--- config.mk ---
export PLATFORM = sky130hd
export DESIGN_NAME = slice_tracker
export DESIGN_NICKNAME = d
export VERILOG_FILES = /design/src/rtl/slice_tracker.sv
export SDC_FILE = /design/constraint.sdc
export NUM_CORES = 1
export LEC_CHECK = 0
export ABC_AREA = 1
export BUFFER_PORTS_ARGS = -buffer_cell sky130_fd_sc_hd__buf_2
export CAP_MARGIN = 20
export CORE_MARGIN = 4
export CORE_UTILIZATION = 43
export DETAILED_ROUTE_END_ITERATION = 16
export PLACE_DENSITY = 0.84
export RECOVER_POWER = 100
export SETUP_SLACK_MARGIN = 0.02
export SYNTH_ARGS = -nofsm -noshare
export SYNTH_HDL_FRONTEND = slang
export SYNTH_SLANG_ARGS = --single-unit
--- constraint.sdc ---
create_clock -name clk -period 3.85 [get_ports clk]
set_input_delay 0 -clock clk [delete_from_list [all_inputs] [get_ports clk]]
set_output_delay 0 -clock clk [all_outputs]
set_load 0.05 [all_outputs]
--- src/rtl/slice_tracker.sv ---
// -----------------------------------------------------------------------------
// slice_tracker
//
// Purpose:
//   N-channel slice detector. Compares the cursor pixel stream with each
//   fruit pixel stream and declares a slice once HIT_THRESH overlapping pixels
//   have been seen within one video frame. The per-frame debounce keeps
//   single-pixel grazes from counting. Each channel holds a sliced level and
//   raises a one-cycle slice pulse. A saturating score totals all slices.
//
// Optional feature (macro COMBO_BONUS_EN):
//   When defined, a frame that ended with two or more slices awards a bonus of
//   (frame_slices - 1) points on the following frame_start.
//   When undefined, the score counts slices only and the per-frame slice
//   counter is not built.
//
// Ports:
//   clk           in   system clock
//   rst_n         in   asynchronous active-low reset
//   frame_start   in   one-cycle pulse at the start of each frame
//   cursor_pix    in   cursor pixel, nonzero = cursor present
//   fruit_pix     in   fruit pixels, channel i at [i*PIX_W +: PIX_W]
//   fruit_active  in   fruit i is on screen
//   fruit_new     in   fruit i respawned, re-arms the channel
//   sliced        out  channel i is in the SLICED state
//   slice_pulse   out  one-cycle pulse on entry to SLICED
//   score         out  saturating total of slices
//
// Channel FSM:
//   state    | meaning
//   ---------+----------------------------------------------------------
//   S_IDLE   | fruit absent or not yet armed; overlap ignored
//   S_ARMED  | counting overlapping pixels in the current frame
//   S_SLICED | threshold reached; holds until respawn or fruit leaves
// -----------------------------------------------------------------------------
module slice_tracker #(
  parameter int NUM_FRUIT  = 3,
  parameter int PIX_W      = 24,
  parameter int HIT_THRESH = 4,
  parameter int SCORE_W    = 10
) (
  input  logic                       clk,
  input  logic                       rst_n,
  input  logic                       frame_start,
  input  logic [PIX_W-1:0]           cursor_pix,
  input  logic [NUM_FRUIT*PIX_W-1:0] fruit_pix,
  input  logic [NUM_FRUIT-1:0]       fruit_active,
  input  logic [NUM_FRUIT-1:0]       fruit_new,
  output logic [NUM_FRUIT-1:0]       sliced,
  output logic [NUM_FRUIT-1:0]       slice_pulse,
  output logic [SCORE_W-1:0]         score
);

  // Hit counter width holds 0..HIT_THRESH.
  localparam int CW    = $clog2(HIT_THRESH + 1);
  // Popcount width holds 0..NUM_FRUIT.
  localparam int PW    = $clog2(NUM_FRUIT + 1);
  // Per-frame slice counter width.
  localparam int FW    = PW + 1;
  // Score adder width: wide enough for score + popcount + bonus without wrap.
  localparam int SUM_W = SCORE_W + FW + 1;

  localparam logic [CW:0]      THRESH_V  = (CW + 1)'(HIT_THRESH);
  localparam logic [SUM_W-1:0] SCORE_MAX = {{(SUM_W - SCORE_W){1'b0}}, {SCORE_W{1'b1}}};

  typedef enum logic [1:0] {
    S_IDLE   = 2'd0,
    S_ARMED  = 2'd1,
    S_SLICED = 2'd2
  } state_e;

  state_e               state_q [NUM_FRUIT];
  state_e               state_d [NUM_FRUIT];
  logic [CW-1:0]        cnt_q   [NUM_FRUIT];
  logic [CW-1:0]        cnt_d   [NUM_FRUIT];
  logic [NUM_FRUIT-1:0] pulse_q;
  logic [NUM_FRUIT-1:0] pulse_d;
  logic [SCORE_W-1:0]   score_q;
  logic [SCORE_W-1:0]   score_d;

  logic                 cursor_on;
  logic [NUM_FRUIT-1:0] ovl;
  logic [CW:0]          cnt_upd;
  logic [PW-1:0]        slice_cnt;
  logic [FW-1:0]        bonus;
  logic [SUM_W-1:0]     score_sum;

  // ---------------------------------------------------------------------------
  // Overlap detect
  // ---------------------------------------------------------------------------
  assign cursor_on = |cursor_pix;

  always_comb begin
    ovl = '0;
    for (int i = 0; i < NUM_FRUIT; i++) begin
      ovl[i] = cursor_on & (|fruit_pix[i*PIX_W +: PIX_W]) & fruit_active[i];
    end
  end

  // ---------------------------------------------------------------------------
  // Channel FSMs: next state, hit counter, slice pulse
  // ---------------------------------------------------------------------------
  always_comb begin
    pulse_d = '0;
    cnt_upd = '0;
    for (int i = 0; i < NUM_FRUIT; i++) begin
      state_d[i] = state_q[i];
      cnt_d[i]   = cnt_q[i];
      if (!fruit_active[i]) begin
        state_d[i] = S_IDLE;
        cnt_d[i]   = '0;
      end else if (fruit_new[i]) begin
        // Respawn wins over any overlap seen in the same cycle.
        state_d[i] = S_ARMED;
        cnt_d[i]   = '0;
      end else begin
        unique case (state_q[i])
          S_ARMED: begin
            // frame_start restarts the count, but this cycle's pixel still counts.
            cnt_upd  = (frame_start ? '0 : {1'b0, cnt_q[i]}) + (CW + 1)'(ovl[i]);
            // cnt_upd never exceeds HIT_THRESH, so it fits in CW bits.
            cnt_d[i] = cnt_upd[CW-1:0];
            if (cnt_upd >= THRESH_V) begin
              state_d[i] = S_SLICED;
              pulse_d[i] = 1'b1;
            end
          end
          default: begin
          end
        endcase
      end
    end
  end

  // ---------------------------------------------------------------------------
  // Score: counts pulses in the same edge that raises them
  // ---------------------------------------------------------------------------
  always_comb begin
    slice_cnt = '0;
    for (int i = 0; i < NUM_FRUIT; i++) begin
      slice_cnt = slice_cnt + PW'(pulse_d[i]);
    end
  end

`ifdef COMBO_BONUS_EN
  logic [FW-1:0] fs_q;
  logic [FW-1:0] fs_d;
  logic [FW:0]   fs_sum;

  // Bonus is based on the frame that just ended, i.e. the count before the clear.
  assign bonus = (frame_start && (fs_q >= FW'(2))) ? (fs_q - FW'(1)) : '0;

  always_comb begin
    // Slices in the frame_start cycle belong to the new frame.
    fs_sum = (frame_start ? '0 : {1'b0, fs_q}) + (FW + 1)'(slice_cnt);
    fs_d   = fs_sum[FW] ? {FW{1'b1}} : fs_sum[FW-1:0];
  end

  always_ff @(posedge clk or negedge rst_n) begin
    if (!rst_n) begin
      fs_q <= '0;
    end else begin
      fs_q <= fs_d;
    end
  end
`else
  assign bonus = '0;
`endif

  always_comb begin
    score_sum = SUM_W'(score_q) + SUM_W'(slice_cnt) + SUM_W'(bonus);
    score_d   = (score_sum > SCORE_MAX) ? {SCORE_W{1'b1}} : score_sum[SCORE_W-1:0];
  end

  // ---------------------------------------------------------------------------
  // State registers
  // ---------------------------------------------------------------------------
  always_ff @(posedge clk or negedge rst_n) begin
    if (!rst_n) begin
      for (int i = 0; i < NUM_FRUIT; i++) begin
        state_q[i] <= S_IDLE;
        cnt_q[i]   <= '0;
      end
      pulse_q <= '0;
      score_q <= '0;
    end else begin
      for (int i = 0; i < NUM_FRUIT; i++) begin
        state_q[i] <= state_d[i];
        cnt_q[i]   <= cnt_d[i];
      end
      pulse_q <= pulse_d;
      score_q <= score_d;
    end
  end

  // ---------------------------------------------------------------------------
  // Outputs (all decoded from registers)
  // ---------------------------------------------------------------------------
  always_comb begin
    sliced = '0;
    for (int i = 0; i < NUM_FRUIT; i++) begin
      sliced[i] = (state_q[i] == S_SLICED);
    end
  end

  assign slice_pulse = pulse_q;
  assign score       = score_q;

endmodule

==> impl_metrics.env <==
export IMPL_start_kind="register"
export IMPL_hpwl_um=4130
export IMPL_clock_sinks=28
export IMPL_grtUsageTotal=0.172
export IMPL_clk_pin_slew_worst_paths_ps=90
export IMPL_tightest_slew_ps=1450
export IMPL_clockRootBuffer="clkbuf_8"
export IMPL_avgSynthCellArea_um2=6.76
export IMPL_critPathArrivalTime_ps=3480
export IMPL_ctsResizeCount=0
export IMPL_rsz0062_at_grt="false"
export IMPL_drive_gt1_frac=0.281
export IMPL_ff2ff_setup_slack_ps=560
export IMPL_wire_per_inst_um=10.5
export IMPL_multi_input_area_um2=1040
export IMPL_fp_dieW_um=74.1
export IMPL_ys_top_cells_by_area="dfrtp_1 (37%), nand2_1 (16%), nor2_1 (15%)"
export IMPL_cp_cell_sequence="inv_1, nor2_1, ha_1, ha_1, inv_1, nand3_1, nand2_1, inv_1, nand2_1, nand2_1, inv_1, fa_1, ha_1, inv_1, fa_1, inv_1, nand2_2, nor3_4, nand3b_1, o21ai_0"
export IMPL_fp_dieArea_um2=5490
export IMPL_fin_crit_ps=3290
export IMPL_drtAntennaViolNets=0
export IMPL_min_period_over_period=0.854
export IMPL_syn_num_nets=393
export IMPL_fmax_mhz=304
export IMPL_dr_total_vias=2160
export IMPL_hp_class="primary input to register"
export IMPL_power_mw=0.581
export IMPL_postCtsSetupRepairBufs=0
export IMPL_final_setup_viol_count=0
export IMPL_port_buffers=120
export IMPL_grt_pass1_wl_um=7620
export IMPL_min_to="state_q[5]"
export IMPL_critical_path_class="register to register"
export IMPL_clkLatencyLatePin_ps=270
export IMPL_routed_via_density=4.71
export IMPL_synth_top_area_cell="dfrtp_1"
export IMPL_synth_area_um2=1880
export IMPL_place_congestion=0.848
export IMPL_die_h_um=74.1
export IMPL_core_um2=4120
export IMPL_hold_path_startpoint="fruit_active[0]"
export IMPL_power_ir_vdd_worst_mv=0.114
export IMPL_cts_buffers=3
export IMPL_worstReg2RegStart="cnt_q[6]"
export IMPL_rows=23
export IMPL_cts_tree="done"
export IMPL_fin_skew_ps=3.72
export IMPL_nets=525
export IMPL_synth_cell_types=21
export IMPL_antenna_found_initial=0
export IMPL_path_buf_inv=6
export IMPL_n_antenna_cell=0
export IMPL_firstDrtPassIters=4
export IMPL_synthCells=278
export IMPL_critical_path_required_ps=4040
export IMPL_drc=0
export IMPL_critPathMaxFanout=10
export IMPL_worst_r2r_cell_count=20
export IMPL_yosysTopAreaCellShare=0.373
export IMPL_p_leak_nw=1.50
export IMPL_initial_core_util=0.456
export IMPL_clk_path_buf_depth=2
export IMPL_cap_violations=0
export IMPL_grt_ovfl_total=0
export IMPL_synth_seq_area_share=0.373
export IMPL_ios=121
export IMPL_endpoint_kind="register"
export IMPL_critPathMaxStageDelay_ps=500
export IMPL_cpLargestDelayFamily="adder cells"
export IMPL_layout_area_seq_um2=701
export IMPL_ys_seq_elements=28
export IMPL_wirelength_um=4840
export IMPL_slew_limit_headroom=0.0326
export IMPL_drt_initial_drc_count=43
export IMPL_grt_pass1_vias=1968
export IMPL_grt_max_degree=29
export IMPL_whs_path_depth=5
export IMPL_fillCellCount=383
export IMPL_r2r_end="score[6]"
export IMPL_setup_tns_ps=0
export IMPL_h_tree_depth=1
export IMPL_yosysWarnings=0
export IMPL_area_growth_pct=40.0
export IMPL_cp_common_cell="inv_1"
export IMPL_slowest_stage="fa_1"
export IMPL_hold_viol=0
export IMPL_status="completed"
export IMPL_p_per_area_nw_per_um2=221
export IMPL_drv_slew=0
[cell type report]
class                      instances  share of cell area
clock buffer                       4              0.0209
sequential                        28               0.267
inverter                          32              0.0457
tap                               50              0.0238
timing repair buffer             127               0.247
multi-input combinational        218               0.396
[power by group]
group	switching, mW	internal [mW]
clock	0.0886	0.0915
combinational	0.0448	0.0551
sequential	0.00284	0.298
[cells by family (layout without fill, tap and decap cells)]
family | after synthesis | in the layout | share of synthesized area
flip-flops | 28 | 28 | 0.373
buffers and inverters | 32 | 163 | 0.0640
adder cells (fa/ha/maj) | 10 | 10 | 0.0746
AO/OA/AOI/OAI | 14 | 14 | 0.0380
XOR/XNOR | 4 | 4 | 0.0187
AND/OR/NAND/NOR | 190 | 190 | 0.432
[cells in the final DEF, fill, tap and decap left out]
cell type and n:
ha_1 8, nor2_1 76, nand2_2 4, nand3_2 2, a31oi_1 1, inv_1 31
nor2_2 1, dfrtp_1 28, buf_2 102, inv_2 1, clkbuf_1 18, nand3_1 19
a21oi_1 1, dlygate4sd3_1 7, clkbuf_8 4, nand2_1 79, nor3_4 1, o21ai_0 12
fa_1 2, xnor2_1 1, xor2_1 3, or2_0 1, nand4_1 6, nand3b_1 1
[worst min-delay path, stage by stage]
cell	delay, ps
buf_2	110
inv_1	50
nor2_1	70
nand2_1	70
nand2_1	50
[flip-flops by register name (all words and copies together) (netlist names)]
register,cells
cnt_q,9
score,10
slice_pulse,3
state_q,6
[layer usage]
layer	up-vias	part of all wire	track usage
met5	-	0	0
met4	0	0.012	0.0523
met3	6	0.095	0.0230
met2	73	0.51	0.333
met1	953	0.38	0.194
li1	1128	-	-
[synth_stat cells (all sizes together)]
cell type	instances
xor2	3
nand4	6
inv	32
nand2	83
nand3b	1
nor3	1
xnor2	1
nand3	21
a31oi	1
or2	1
fa	2
a21oi	1
dfrtp	28
nor2	77
o21ai	12
ha	8
[worst max path at each step]
stage | from | to | slack (ps) | depth (start not counted)
final | cnt_q[6] | score[6] | 560 | 20
after global routing | cnt_q[6] | score[7] | 220 | 20
after CTS | cnt_q[6] | score[8] | 670 | 21
after detailed placement | cursor_pix[23] | score[8] | 490 | 25
after global placement | cursor_pix[13] | score[8] | 590 | 25
after floorplan | cursor_pix[15] | score[8] | 850 | 24
[timing repair]
item	in CTS	in global routing
hold endpoints to repair	31	0
endpoints found under the setup margin	0	0
hold buffers	7	0
[per-stage QoR]
| step | hold slack, ps | util | area (um2) | setup slack (ps) | cells |
|---|---|---|---|---|---|
| global route | 122 | 0.639 | 2630 | 222 | 459 |
| detailed placement | 52.3 | 0.618 | 2540 | 492 | 448 |
| global placement | 50.1 | 0.618 | 2540 | 593 | 448 |
| floorplan | -296 | - | 1880 | 854 | 278 |
| CTS | 103 | 0.648 | 2670 | 667 | 459 |
| finish | 106 | 0.639 | 2630 | 562 | 459 |
Note: power is estimated with default switching activity, not from simulation.
